**config.mk**
```make
export PLATFORM = sky130hd
export DESIGN_NAME = lif_neuron_array
export DESIGN_NICKNAME = d
export VERILOG_FILES = /design/src/rtl/lif_neuron_array.sv
export SDC_FILE = /design/constraint.sdc
export NUM_CORES = 1
export LEC_CHECK = 0
export ABC_AREA = 0
export BUFFER_PORTS_ARGS = -buffer_cell sky130_fd_sc_hd__buf_2
export CAP_MARGIN = 20
export CORE_ASPECT_RATIO = 1.75
export CORE_MARGIN = 8
export CORE_UTILIZATION = 30
export CTS_CLUSTER_SIZE = 40
export DETAILED_ROUTE_END_ITERATION = 8
export GPL_TIMING_DRIVEN = 0
export PLACE_DENSITY = 0.5
export SYNTH_ARGS = -nofsm -noshare
export SYNTH_HDL_FRONTEND = slang
export SYNTH_SLANG_ARGS = --single-unit
```
**constraint.sdc**
```tcl
create_clock -name clk -period 5.35 [get_ports clk]
set_input_delay 0.535 -clock clk [delete_from_list [all_inputs] [get_ports clk]]
set_output_delay 0.535 -clock clk [all_outputs]
set_load 0.02 [all_outputs]
```
**src/rtl/lif_neuron_array.sv**
```systemverilog
// Array of leaky integrate-and-fire neurons that share one timestep strobe.
// Each channel has its own membrane register and refractory counter. The
// spike vector, its population count and out_valid are all registered.
module lif_neuron_array #(
    parameter int WIDTH         = 8,
    parameter int N_CH          = 4,
    parameter int LEAK_SHIFT    = 2,
    parameter int REFRAC_CYCLES = 3,
    parameter int CNT_W         = $clog2(N_CH + 1)
) (
    input  logic                    clk,
    input  logic                    rst_n,
    input  logic                    in_valid,
    input  logic [N_CH*WIDTH-1:0]   isyn,
    input  logic [WIDTH-1:0]        threshold,
    input  logic                    clear,
    output logic [N_CH-1:0]         spike,
    output logic                    out_valid,
    output logic [CNT_W-1:0]        spike_cnt,
    output logic [N_CH-1:0]         refractory
);

    // The counter keeps at least one bit so REFRAC_CYCLES=0 still elaborates.
    localparam int RC_W = (REFRAC_CYCLES > 0) ? $clog2(REFRAC_CYCLES + 1) : 1;
    localparam logic [RC_W-1:0] RC_LOAD = RC_W'(REFRAC_CYCLES);

    // Spike decisions for the step being taken in this cycle.
    logic [N_CH-1:0]  spike_d;
    logic [CNT_W-1:0] cnt_d;

    genvar gi;
    generate
        for (gi = 0; gi < N_CH; gi++) begin : g_ch
            logic [WIDTH-1:0] v_q, v_d;
            logic [RC_W-1:0]  rc_q, rc_d;
            logic [WIDTH-1:0] leaked;
            logic [WIDTH:0]   sum;
            logic [WIDTH-1:0] sat;
            logic             fire;

            // Leak, integrate with saturation, then decide fire / refractory.
            always_comb begin
                leaked = v_q - (v_q >> LEAK_SHIFT);
                sum    = {1'b0, leaked} + {1'b0, isyn[gi*WIDTH +: WIDTH]};
                sat    = sum[WIDTH] ? {WIDTH{1'b1}} : sum[WIDTH-1:0];
                v_d    = v_q;
                rc_d   = rc_q;
                fire   = 1'b0;
                if (in_valid) begin
                    if (rc_q != '0) begin
                        // Refractory: the current input is ignored.
                        rc_d = rc_q - 1'b1;
                        v_d  = '0;
                    end else if (sat >= threshold) begin
                        fire = 1'b1;
                        v_d  = '0;
                        rc_d = RC_LOAD;
                    end else begin
                        v_d = sat;
                    end
                end
            end

            // Membrane and refractory state; clear discards any coincident step.
            always_ff @(posedge clk) begin
                if (!rst_n || clear) begin
                    v_q  <= '0;
                    rc_q <= '0;
                end else begin
                    v_q  <= v_d;
                    rc_q <= rc_d;
                end
            end

            assign spike_d[gi]    = fire;
            assign refractory[gi] = (rc_q != '0);
        end
    endgenerate

    // Population count of the spikes produced by this step.
    always_comb begin
        cnt_d = '0;
        for (int i = 0; i < N_CH; i++) begin
            cnt_d = cnt_d + CNT_W'(spike_d[i]);
        end
    end

    // Registered step outputs; they drop to zero on idle cycles.
    always_ff @(posedge clk) begin
        if (!rst_n || clear) begin
            spike     <= '0;
            out_valid <= 1'b0;
            spike_cnt <= '0;
        end else begin
            spike     <= spike_d;
            out_valid <= in_valid;
            spike_cnt <= cnt_d;
        end
    end

endmodule
```
# After elaboration in Yosys (flattened, before gate mapping)
# Index checks and enable logic that the tools add are counted.
# word_totals
register_bits	48
input_bits	44
output_inout_bits	12
word_cells	76
# classes
n_addsub	15
n_lt_le_gt_ge	4
muxes	32
reduce_logical	14
# op_table
operator	count
$mux W8	12
$add A8 B8 Y9	4
$ge A8 B8 Y1	4
$sub A8 B6 Y8	4
$mux W2	8
$reduce_bool A2 Y1	8
$mux W1	12
$reduce_and A2 Y1	4
$sub A2 B1 Y2 const B	4
$add A2 B1 Y3	1
$add A3 B1 Y3	1
$add A1 B1 Y2	1
$logic_not A1 Y1	1
$logic_or A1 B1 Y1	1

# Longest topological paths before layout
# Gate-level depths: netlist (run 1).
# depth
ltp_word	10
ltp_mapped	26
depth_no_buf	26

# Worst setup path before layout (run 1)
# No wires, ideal clock.
# synth_timing
path_type	register -> register
startpoint	reg g_ch[0].v_q[2]
endpoint	reg spike_cnt[1]
arrival_time_ns	4.828
required_time_ns	5.235
slack_ns	0.407
stages_incl_launch_ff	24
n_path_buf	1
period_less_slack_ns	4.943
path_cell_list	dfxtp_1 > ha_1 > inv_1 > fa_1 > a21o_1 > a21oi_1 > o21bai_1 > a21oi_1 > xnor2_1 > ha_1 > or3_1 > or3_4 > buf_6 > a21bo_1 > ha_1 > nand2_1 > nor3_1 > a21oi_1 > or3_1 > fa_1 > inv_1 > ha_1 > ha_1 > and2_1
# synth_via
elab_chain_len	10
# synth_lines
item	line	source
start: declaration	34	logic [WIDTH-1:0] v_q, v_d;
start signal: assignment	70	v_q <= v_d;
$sub A8 B6 Y8	43	leaked = v_q - (v_q >> LEAK_SHIFT);
$add A8 B8 Y9	44	sum = {1'b0, leaked} + {1'b0, isyn[gi*WIDTH +: WIDTH]};
$mux W8	45	sat = sum[WIDTH] ? {WIDTH{1'b1}} : sum[WIDTH-1:0];
$ge A8 B8 Y1	54	end else if (sat >= threshold) begin
$mux W1	54	
$mux W1	50	if (rc_q != '0) begin
$mux W1	49	if (in_valid) begin
$add A1 B1 Y2	84	cnt_d = cnt_d + CNT_W'(spike_d[i]);
$add A2 B1 Y3	84	
$add A3 B1 Y3	84	
via cnt_d[1]	29	logic [CNT_W-1:0] cnt_d;
end signal: assignment	97	spike_cnt <= cnt_d;
end: declaration	19	output logic [CNT_W-1:0] spike_cnt,
# The timed path passes the listed nets, and every way through them passes these cells.
# A chain may end at the register's enable or synchronous reset.

# Final worst setup path (run 1)
# layout_timing
startpoint	reg g_ch[0].v_q[0]
endpoint	reg spike_cnt[1]
# The elaborated chain is that of the path after synthesis.

==> flow_summary_export.csv, run 1 <==
group,metric,value,unit
floorplan,core_area,17300,um^2
synth,avgSynthCellArea,8.10,um^2
place,port_buffers,55,
synth,synth.largest_area_cell,"ha_1",
synth,synth_edf_count,0,
finish,syn_to_final_growth,18.6,%
timing,slew_headroom,0.568,
clock_tree,clock-sinks,48,
place,hpwl,12300,um
routing,wl_per_cell,15.8,um
floorplan,die_area,22100,um^2
finish,drive_above_1_share,0.170,
critical_path,critPathRequiredTime,5540,ps
finish,final_nets,862,
timing,slew_viol_final,0,
critical_path,startpoint_type,"flop",
synth,ys.flop_type,"dfxtp_1",
clock_tree,clock_path_buffers,2,
global_routing,grt_start_max_net_pins,15,
clock_tree,cts_root_buffer,"clkbuf_16",
synth,synth_cells,647,
global_routing,grt_pass1_vias,5144,
routing,dr.pass1.iters,5,
clock_tree,cts_tree,"done",
timing,fin_crit,5190,ps
critical_path,crit_type,"flop to flop",
finish,num_antenna_cells,0,
floorplan,fp.dieW,116,um
synth,synth.top_cell.area_share,0.224,
global_routing,antenna_found_initial,0,
synth,syn_area,5240,um^2
timing,fin_skew,5.47,ps
finish,layout_commonest_cell,"ha_1",
routing,drcViolationCount,0,
synth,yosysWarnings,0,
clock_tree,clkTransAtPathRegs,70,ps
floorplan,top_level_ports,56,
routing,initialDrtViolationCount,151,
clock_tree,cts_hold_buf,0,
floorplan,initial_utilization,0.303,
synth,synth_nets,794,
finish,final_cell_mix,"85 x ha_1, 78 x inv_1, 56 x buf_2",
routing,wl,15000,um
routing,via_count,4947,
routing,ant_nets,0,
floorplan,die_y,191,um
critical_path,critPathCaptureType,"flop",
timing,finalCritPeriodShare,0.971,
clock_tree,clock_latency,290,ps
floorplan,rows,64,
timing,max_freq,0.193,GHz
global_routing,grt_pass1_wl,23700,um
outcome,status,"complete, no violations",
synth,yosys.cell_types.count,68,
job,drv_cap,0,
synth,ys_top_cells_by_area,"ha_1 22%, dfxtp_1 18%, inv_1 5.7%",
critical_path,critPathMaxFanout,6,
critical_path,critPathArrivalTime,5390,ps
finish,final_util,0.359,
timing,setup_viol,0,
synth,synth_seq_cells,48,
clock_tree,h-tree-depth,2,
clock_tree,numCtsBuffers,5,
synth,yosysSeqAreaShare,0.183,
place,gp_congestion,0.789,
global_routing,grt_overflow_total,0,
min_path,worstHoldPathType,"flop to flop",
global_routing,grt_usage,0.135,
timing,hold_violations,0,
timing,tightest_slew,647,ps
synth,async_reset_ff_frac,0,
routing,viasPerCell,5.22,
==> kinds of logic after synthesis <==
group / after synthesis / synth area share
buffers and inverters: 91 / 0.0668
flip-flops: 48 / 0.183
multiplexers: 4 / 0.00788
AND/OR/NAND/NOR: 158 / 0.157
XOR/XNOR: 28 / 0.0468
AO/OA/AOI/OAI: 215 / 0.279
adder cells (fa/ha/maj): 103 / 0.259
==> through the flow <==
stage / instance area (um^2) / hold slack (ps) / setup TNS (ps) / cells / worst slack [ps]
CTS: 5990 / 459 / 0 / 941 / 16.4
global placement: 5810 / 443 / -626 / 933 / -299
global route: 6220 / 472 / -40.4 / 947 / -40.4
finish: 6220 / 459 / 0 / 947 / 157
floorplan: 5240 / 425 / 0 / 647 / 407
detailed placement: 5810 / 445 / -684 / 933 / -321
==> metal layers <==
layer  global-route usage  wire length, um  up-vias
li1                     -                -     2509
met1                0.124             5530     2301
met2                0.274             8350       97
met3               0.0197              486       40
met4               0.0647              605        0
met5                    0                0        -
==> worst paths after layout <==
kind | startpoint | end | slack [ps] | cells after the start
max reg2reg | g_ch[0].v_q[0]$_SDFFE_PP0P_ | spike_cnt[1]$_SDFF_PP0_ | 160 | 24
max | g_ch[0].v_q[0]$_SDFFE_PP0P_ | spike_cnt[1]$_SDFF_PP0_ | 160 | 24
min reg2reg | g_ch[3].v_q[0]$_SDFFE_PP0P_ | g_ch[3].v_q[0]$_SDFFE_PP0P_ | 460 | 2
min | g_ch[3].v_q[0]$_SDFFE_PP0P_ | g_ch[3].v_q[0]$_SDFFE_PP0P_ | 460 | 2
==> cell usage after synthesis, types with 5 or more instances <==
cell type and n:
clkbuf_1 8, nand2_1 39, nor3b_1 9, o21ai_0 41, nor2b_1 9, dfxtp_1 48
nor2_1 34, a21oi_1 46, a211o_1 7, o21a_1 8, and3_1 6, xor2_1 8
fa_1 9, inv_1 80, o21bai_1 7, o21ai_1 5, o2111ai_1 5, a211oi_1 21
nor3_1 11, nand3_1 11, xnor2_1 20, a21o_1 20, nor4_1 7, a22o_1 18
or3_1 8, ha_1 94
==> registers in the layout, indices dropped and copies added, names as in the netlist <==
| name | count |
|---|---|
| out_valid | 1 |
| g_ch.rc_q | 8 |
| g_ch.v_q | 32 |
| spike_cnt | 3 |
| spike | 4 |
==> repair_timing <==
item,4_1_cts,5_1_grt
endpoints found under the setup margin,3,11
buffers inserted,0,8
resized for setup,13,50
pin swaps,1,23
==> cell type report <==
cell class / instances / area, um^2
Fill cell: 1818 / 11100
Multi-Input combinational cell: 508 / 4140
Sequential cell: 48 / 970
Timing Repair Buffer: 63 / 335
Inverter: 81 / 304
Tap cell: 231 / 289
Clock buffer: 7 / 143
Buffer: 8 / 31.3
Clock inverter: 1 / 7.51
==> worst max-delay path, stage by stage (launching register included) <==
cell and delay (ps):
dfxtp_2 330, inv_2 60, ha_4 130, inv_2 40
fa_2 360, a21o_1 190, a21oi_2 150, o21bai_1 100
a21oi_1 170, xnor2_1 130, ha_2 230, or3_1 370
or3_4 460, a21oi_4 180, inv_1 60, ha_1 270
o21ai_1 70, o21ai_1 230, a21oi_2 120, or3_4 410
fa_1 510, inv_1 40, ha_2 170, ha_4 200
and2_4 120
Power of run 1 is left out: the tool's default activity adds up to more than one toggle a clock period on the data nets, which glitch-free logic cannot reach.
==> run 2, diff against run 1 <==
--- a/config.mk
+++ b/config.mk
@@ -17,2 +17,3 @@
 export PLACE_DENSITY = 0.5
+export REMOVE_ABC_BUFFERS = 1
 export SYNTH_ARGS = -nofsm -noshare
==> constraint.sdc (replaced) <==
create_clock -name clk -period 5.35 [get_ports clk]
set_input_delay 1.3375 -clock clk [delete_from_list [all_inputs] [get_ports clk]]
set_output_delay 1.3375 -clock clk [all_outputs]
set_load 0.02 [all_outputs]
==> flow_summary_export.csv, run 2 (synthesized netlist as in run 1, its figures left out) <==
group,metric,value,unit
critical_path,cp_num_buf_inv,2,
finish,final_nets,855,
timing,finalCritPeriodShare,0.970,
finish,final_util,0.355,
global_routing,grt_usage,0.133,
global_routing,antenna_found_initial,1,
timing,slew_viol_final,0,
timing,fin_skew,9.05,ps
routing,dr.pass1.iters,4,
finish,num_antenna_cells,0,
critical_path,critPathRequiredTime,5540,ps
critical_path,crit_chain,"buf_2, ha_1, fa_1, a21o_1, and4_4, or3_4, a21bo_2, ha_1, nand2_1, nor3_2, a21oi_2, or3_4, fa_1, inv_1, ha_1, ha_1, and2_1",
clock_tree,clkTransAtPathRegs,70,ps
finish,largest_reg_flops,32,
critical_path,startpoint_type,"primary input",
finish,multi_input_area,4080,um^2
global_routing,grt_start_max_net_pins,20,
floorplan,top_level_ports,56,
floorplan,rows,64,
timing,layout_setup_ws,160,ps
place,port_buffers,55,
place,hpwl,12100,um
min_path,worstHoldPathType,"flop to flop",
finish,layout_commonest_cell,"ha_1",
clock_tree,clock_path_buffers,2,
timing,slew_headroom,0.417,
routing,ant_nets,0,
routing,drcViolationCount,0,
routing,initialDrtViolationCount,174,
place,pre_cts_slack,-466,ps
place,gp_congestion,0.811,
floorplan,core_area,17300,um^2
critical_path,crit_family,"adder cells",
clock_tree,cts_tree,"done",
clock_tree,cts_hold_buf,0,
floorplan,initial_utilization,0.303,
critical_path,worst_path_max_delay_cell,"fa_1",
timing,tightest_slew,874,ps
clock_tree,cts_root_buffer,"clkbuf_16",
timing,max_freq,0.193,GHz
global_routing,grt_overflow_total,0,
routing,wl,14500,um
clock_tree,numCtsBuffers,5,
timing,fin_crit,5190,ps
critical_path,crit_path_frequent_cell,"ha_1",
global_routing,grt_pass1_wl,23600,um
clock_tree,clock_latency,300,ps
routing,via_count,4943,
finish,reg_top3,"g_ch.v_q (32), g_ch.rc_q (8), spike (4)",
finish,largest-register,"g_ch.v_q",
critical_path,critPathMaxFanout,6,
outcome,status,"complete, no violations",
critical_path,critPathArrivalTime,5380,ps
job,drv_cap,0,
timing,hold_slack,447,ps
routing,viasPerCell,5.26,
finish,fillers,1877,
floorplan,die_y,191,um
global_routing,grt_pass1_vias,5052,
timing,hold_violations,0,
floorplan,die_area,22100,um^2
critical_path,max_stage_delay,540,ps
routing,wl_per_cell,15.5,um
critical_path,crit_type,"primary input to flop",
clock_tree,h-tree-depth,2,
finish,syn_to_final_growth,17.1,%
clock_tree,clock-sinks,48,
finish,drive_above_1_share,0.165,
finish,final_cell_mix,"91 x ha_1, 80 x inv_1, 55 x buf_2",
timing,setup_viol,0,
floorplan,fp.dieW,116,um
finish,seqCellArea,966,um^2
critical_path,critPathCaptureType,"flop",
[run 2: cell types whose count changed in the layout (fill, tap and decap cells not counted), moves of 3 or more]
| cell | before | now |
|---|---|---|
| clkbuf_1 | 8 | 0 |
| ha_4 | 4 | 1 |
| ha_2 | 5 | 2 |
| ha_1 | 85 | 91 |
[run 2: final timing paths]
kind / cells after the start / slack [ps] / endpoint / start
max: 17 / 160 / spike_cnt[1]$_SDFF_PP0_ / isyn[0]
max reg2reg: 23 / 260 / spike_cnt[1]$_SDFF_PP0_ / g_ch[0].v_q[0]$_SDFFE_PP0P_
min: 2 / 450 / g_ch[0].v_q[0]$_SDFFE_PP0P_ / g_ch[0].v_q[0]$_SDFFE_PP0P_
min reg2reg: 2 / 450 / g_ch[0].v_q[0]$_SDFFE_PP0P_ / g_ch[0].v_q[0]$_SDFFE_PP0P_
[run 2: per-layer routing]
layer	wire (um)	up-vias	global-route usage
li1	-	2490	-
met1	5640	2347	0.133
met2	7990	84	0.261
met3	489	20	0.0178
met4	413	2	0.0567
met5	13	-	0
[run 2: layout make-up]
cell class	count	share of cell area
tap	231	0.0471
multi-input combinational	508	0.665
inverter	81	0.0495
clock buffer	5	0.0204
timing repair buffer	64	0.0567
sequential	48	0.157
clock inverter	3	0.00387
[run 2: worst register-to-register path, cell delays in order (launching register included)]
cell and delay (ps):
dfxtp_1 310, inv_1 50, ha_1 160, inv_1 60, fa_2 360, a21o_1 180
a21oi_2 170, o21bai_1 110, a21oi_2 140, xnor2_1 80, ha_1 230, or3_1 320
or3_4 390, a21bo_2 240, ha_1 290, nand2_1 70, nor3_2 220, a21oi_2 110
or3_4 350, fa_1 540, inv_1 40, ha_1 170, ha_1 270, and2_1 130
[run 2: repair_timing]
item,in CTS,in global routing
pin swaps,1,14
endpoints found under the setup margin,3,4
cloned,0,0
setup buffers,0,8
resized for setup,10,42
[run 2: through the flow]
stage	TNS (ps)	cells	area (um^2)
floorplan	0	637	5200
detailed placement	-1130	924	5780
CTS	0	932	5950
global route	-54.1	940	6140
finish	0	940	6140
global placement	-954	923	5760
Power of run 2 is left out for the same reason.
